===== src/rtl/blk_a3925e.sv =====
// Write-side control of the dual-clock FIFO: input handshake, memory write port, Gray write pointer, full and level.
// Optional almost_full output is enabled by defining LOGIC_CLOCK_DOMAIN_CROSSING_ALMOST_FULL_EN.
module blk_a3925e #(
    parameter int ADDRESS_WIDTH = 4
`ifdef LOGIC_CLOCK_DOMAIN_CROSSING_ALMOST_FULL_EN
    , parameter int ALMOST_FULL = 2**ADDRESS_WIDTH - 1
`endif
) (
    input  logic                     aclk,
    input  logic                     areset,
    input  logic                     tvalid,
    output logic                     tready,
    output logic                     write_enable,
    output logic [ADDRESS_WIDTH-1:0] write_address,
    output logic [ADDRESS_WIDTH:0]   write_pointer,
    input  logic [ADDRESS_WIDTH:0]   read_pointer_synced,
    output logic                     full,
    output logic [ADDRESS_WIDTH:0]   level
`ifdef LOGIC_CLOCK_DOMAIN_CROSSING_ALMOST_FULL_EN
    , output logic                   almost_full
`endif
);

    localparam int PW = ADDRESS_WIDTH + 1;
    // Full when the Gray pointers differ only in their two top bits (both bits when ADDRESS_WIDTH is 1).
    localparam logic [PW-1:0] FULL_MASK = PW'(3 << (ADDRESS_WIDTH - 1));

    logic [PW-1:0] r_wbin;
    logic [PW-1:0] r_write_pointer;
    logic          r_full;
    logic          r_tready;
    logic [PW-1:0] r_level;

    logic          w_accept;
    logic [PW-1:0] w_wbin_next;
    logic [PW-1:0] w_wgray_next;
    logic [PW-1:0] w_rbin;
    logic          w_full_next;
    logic [PW-1:0] w_level_next;

    assign w_accept     = tvalid && r_tready;
    assign w_wbin_next  = r_wbin + {{ADDRESS_WIDTH{1'b0}}, w_accept};
    assign w_wgray_next = w_wbin_next ^ (w_wbin_next >> 1);
    assign w_full_next  = (w_wgray_next == (read_pointer_synced ^ FULL_MASK));
    assign w_level_next = w_wbin_next - w_rbin;

    // NOTE: the default assignment ahead of the loop keeps every bit driven on every path, so no latch is inferred.
    always_comb begin
        w_rbin = '0;
        for (int i = 0; i < PW; i++) begin
            w_rbin[i] = ^(read_pointer_synced >> i);
        end
    end

    // NOTE: non-blocking assignments throughout so every register samples the pre-edge values of its peers.
    always_ff @(posedge aclk) begin
        if (areset) begin
            r_wbin          <= '0;
            r_write_pointer <= '0;
            r_full          <= 1'b0;
            r_tready        <= 1'b0;
            r_level         <= '0;
        end else begin
            r_wbin          <= w_wbin_next;
            r_write_pointer <= w_wgray_next;
            r_full          <= w_full_next;
            r_tready        <= ~w_full_next;
            r_level         <= w_level_next;
        end
    end

`ifdef LOGIC_CLOCK_DOMAIN_CROSSING_ALMOST_FULL_EN
    localparam logic [PW-1:0] AF_THRESHOLD = PW'(ALMOST_FULL);

    logic r_almost_full;

    always_ff @(posedge aclk) begin
        if (areset) begin
            r_almost_full <= 1'b0;
        end else begin
            r_almost_full <= (w_level_next >= AF_THRESHOLD);
        end
    end

    assign almost_full = r_almost_full;
`endif

    assign tready        = r_tready;
    assign write_enable  = w_accept;
    assign write_address = r_wbin[ADDRESS_WIDTH-1:0];
    assign write_pointer = r_write_pointer;
    assign full          = r_full;
    assign level         = r_level;

endmodule


===== config.mk =====
export PLATFORM = sky130hd
export DESIGN_NAME = blk_a3925e
export DESIGN_NICKNAME = d
export VERILOG_FILES = /design/src/rtl/blk_a3925e.sv
export SDC_FILE = /design/constraint.sdc
export NUM_CORES = 1
export LEC_CHECK = 0
export BUFFER_PORTS_ARGS = -buffer_cell sky130_fd_sc_hd__buf_2
export CORE_MARGIN = 4
export CORE_UTILIZATION = 54
export DETAILED_ROUTE_END_ITERATION = 8
export HOLD_SLACK_MARGIN = 0.02
export PLACE_DENSITY = 0.82
export SLEW_MARGIN = 40
export SYNTH_ARGS = -nofsm -noshare
export SYNTH_HDL_FRONTEND = slang
export SYNTH_SLANG_ARGS = --single-unit

===== constraint.sdc =====
create_clock -name aclk -period 6.8 [get_ports aclk]
set_input_delay 2.04 -clock aclk [delete_from_list [all_inputs] [get_ports aclk]]
set_output_delay 2.04 -clock aclk [all_outputs]
set_load 0.03 [all_outputs]

After elaboration in Yosys (flattened, before gate mapping)
Cells that the tools add are included.

Register bits after elaboration: 17. Output and inout bits: 17. Logic and storage cells: 17. Input bits: 8.

Add/sub/neg operators: 2. Equal/unequal tests: 1. Reduce and logical (&&, ||, !) cells: 6. Bitwise gates (word level): 3.

Operator list (number): $reduce_xor 5->1 (5); $add 5x1->5 (1); $eq 5x5->1 (1); $sub 5x5->5 (1); $xor 5x4->5 (1); $not 2->2 (1); $logic_and 1x1->1 (1); $not 1->1 (1).

Depth between registers and ports, before layout
Depth after elaboration: 5. Mapped depth: 9. Gate-level depth less buffers: 9.

Worst setup path before layout
Ideal clock, no wire load.

Path kind: input port to output port. Start point: in tvalid. End point: out write_enable. Data arrival time: 2.340 ns. Slack: 2.420 ns. Required time: 4.760 ns. Cell stages on the path: 1. Path buffers: 0. Cell sequence: and2_1.

Longest elaborated chain between the ends: 1.

RTL lines: start, declared (RTL line 11) `input logic tvalid,`; $logic_and 1x1->1 (RTL line 41) `assign w_accept = tvalid && r_tready;`; end, declared (RTL line 13) `output logic write_enable,`.

Every way passes these cells.

Worst setup path in the final report
Ends and elaborated chain as after synthesis.

==> impl_metrics.json <==
{
  "status": "finished, final reports clean",
  "synth_cells": 92,
  "gp_congestion": 0.775,
  "dp.cells": 129,
  "synth-edff-count": 0,
  "syn_nets": 106,
  "async_flop_share_pct": 0,
  "setup_ws_ns": 2.30,
  "worstHoldStart": "r_wbin[4]",
  "yosysTopAreaCellShare_pct": 35.3,
  "finalNonFillerCells": 133,
  "fp-row-count": 14,
  "ys_seq_elements": 16,
  "port-buffer-count": 24,
  "power.density_nw_per_um2": 227,
  "fp.coreArea_sq_um": 1540,
  "p_clk_share_pct": 26.5,
  "avgSynthCellArea_sq_um": 9.87,
  "fillCellCount": 129,
  "initial_utilization_pct": 58.9,
  "grtUsageMet2_pct": 27.2,
  "crit_chain": "buf_2 > and2_1 > buf_2",
  "cts_made_buffers": 3,
  "whs_path_depth": 2,
  "wl_per_cell_um": 12.7,
  "hold_path.class": "register to register",
  "cts.sinks": 16,
  "ys.flop_type": "dfxtp_1",
  "slew_viol_final": 0,
  "p_total_w": 0.000243,
  "grt_pass1_vias": 703,
  "relSlewSlack_pct": 61.1,
  "max_stage_delay_ns": 0.17,
  "finalSetupViolCount": 0,
  "crit_fanout": 2,
  "start_kind": "input pin",
  "final_common_cell": "buf_2",
  "layout-drive-gt1-share_pct": 26.5,
  "timing.rr.end": "level[3]",
  "p_leak_nw": 0.515,
  "clk_latency_ns": 0.29,
  "vias": 701,
  "reg2reg_depth": 9,
  "drt-total-wl_um": 1690,
  "drt_iter0_markers": 6,
  "antenna_found_initial": 0,
  "postCtsHoldBufs": 0,
  "die_width_um": 49.0,
  "cts_max_level": 1,
  "use_met3_pct": 2.75,
  "clockRootBuffer": "clkbuf_4",
  "yosys.area.top_type": "dfxtp_1",
  "postCtsSetupBuffers": 0,
  "rsz0062_at_grt": "no",
  "synthDistinctLibCells": 29,
  "combPwrFrac_pct": 30.3,
  "track_usage_pct": 14.9,
  "timing.fmax_ghz": 0.222,
  "timing.final.crit_share_pct": 66.2,
  "synth_area_leaders": "dfxtp_1, xnor2_1, xor2_1",
  "ioPinCount": 25,
  "synth-seq-area-share_pct": 35.3,
  "clk_path_buf_depth": 2,
  "num_antenna_cells": 0,
  "setup_tns_ns": 0,
  "r2r_start": "tready",
  "grtUsageMet1_pct": 16.8,
  "grt.busiest_layer": "met2",
  "p_int_w": 0.000163,
  "min_period_ns": 4.50,
  "max_cap_violations": 0,
  "worstPathArrival_ns": 2.46,
  "hold_end": "r_wbin[4]",
  "via_per_inst": 5.27,
  "reg2reg_slack_ns": 4.47,
  "clk_pin_slew_ns": 0.10,
  "overflow": 0,
  "peakVddDrop_mv": 0.157,
  "crit_type": "input pin to primary output",
  "grt_pass1_wl_um": 2930,
  "place_ws_ns": 2.29,
  "cts_tree": "yes",
  "yosysWarnings": 0,
  "syn_to_final_growth_pct": 18.2,
  "worst_setup_path_end_kind": "primary output",
  "die-area_sq_um": 2400,
  "crit_slowest_cell": "buf_2",
  "drc_errors": 0,
  "synthesis.area_sq_um": 908,
  "dieHeight_um": 49.0,
  "worstMarginPinSlew_ns": 0.581,
  "nNetsFinal": 132,
  "cts-resized-gates": 0,
  "clock_skew_ns": 0.00770,
  "power.switching_w": 0.0000802,
  "swShare_pct": 33.0,
  "crit_top_cell": "buf_2",
  "grt_max_degree": 21,
  "p_seq_share_pct": 43.1,
  "firstDrtPassIters": 4,
  "mostFrequentLayoutCells": "buf_2, nor2_1, dfxtp_1",
  "hold_viol": 0,
  "required_ns": 4.76,
  "final_antenna_net_count": 0,
  "dp_hpwl_um": 1310
}
cells in the mapped netlist, drive strengths merged, types with 2 or more instances:
| cell type | count |
|---|---|
| xnor2 | 8 |
| xor2 | 9 |
| clkbuf | 3 |
| o211ai | 2 |
| nor4 | 2 |
| a21boi | 2 |
| xnor3 | 3 |
| dfxtp | 16 |
| nand3 | 2 |
| ha | 5 |
| inv | 4 |
| nor2b | 2 |
| and2 | 3 |
| mux2i | 2 |
| nor2 | 17 |
worst max path at each step:
stage                      start            to  slack [ns]  cells after the start
final                     tvalid  write_enable        2.30                      3
after global routing      tvalid  write_enable        2.28                      3
after CTS                 tvalid  write_enable        2.29                      3
after detailed placement  tvalid  write_enable        2.29                      3
after global placement    tvalid  write_enable        2.30                      3
after floorplan           tvalid  write_enable        2.42                      1
routing by layer:
layer / vias to the layer above / wire length [um]
li1: 359 / -
met1: 321 / 730
met2: 17 / 830
met3: 4 / 91
met4: 0 / 33
met5: - / 0
power groups by stage:
stage / Sequential, W / Clock, W / Combinational, W
floorplan: 0.000125 / 0 / 0.0000380
global placement: 0.000107 / 0 / 0.0000728
detailed placement: 0.000107 / 0 / 0.0000738
CTS: 0.000105 / 0.0000642 / 0.0000744
global route: 0.000106 / 0.0000691 / 0.0000822
finish: 0.000105 / 0.0000645 / 0.0000738
critical path, delay by kind of cell:
family	cells	cell delay (ns)
buf+inv	2	0.26
simple gates	1	0.15
flip-flops by register name, indices dropped and copies added, names as in the netlist:
name,cells
level,5
write_pointer,4
r_wbin,5
tready,1
full,1
layout make-up:
| class | instances | area [sq um] | share of cell area (%) |
|---|---|---|---|
| clock buffers | 4 | 36.3 | 3.38 |
| inverters | 4 | 15.0 | 1.40 |
| multi-input cells | 69 | 562 | 52.3 |
| flip-flops and latches | 16 | 320 | 29.8 |
| well taps | 16 | 20.0 | 1.86 |
| repair buffers | 24 | 120 | 11.2 |
metrics by stage:
| stage | hold WS [ns] | utilization [%] | instance area [sq um] |
|---|---|---|---|
| final | 0.644 | 69.6 | 1070 |
| after global routing | 0.683 | 69.6 | 1070 |
| after CTS | 0.645 | 69.6 | 1070 |
| after detailed placement | 0.631 | 67.3 | 1040 |
| after global placement | 0.624 | 67.3 | 1040 |
| after floorplan | 0.824 | - | 908 |
logic make-up (layout without fill, tap and decap cells):
logic type                 Yosys count  count (layout)  synth area share, %
adders and majority gates            6               6                 9.09
muxes                                2               2                 2.20
DFF                                 16              16                 35.3
AOI/OAI and AO/OA                   10              10                 8.95
xor gates and xnor gates            20              20                 24.7
and+or+nand+nor                     31              31                 16.9
buffers and inverters                7              32                 2.89
(Power assumes the default switching activity.)
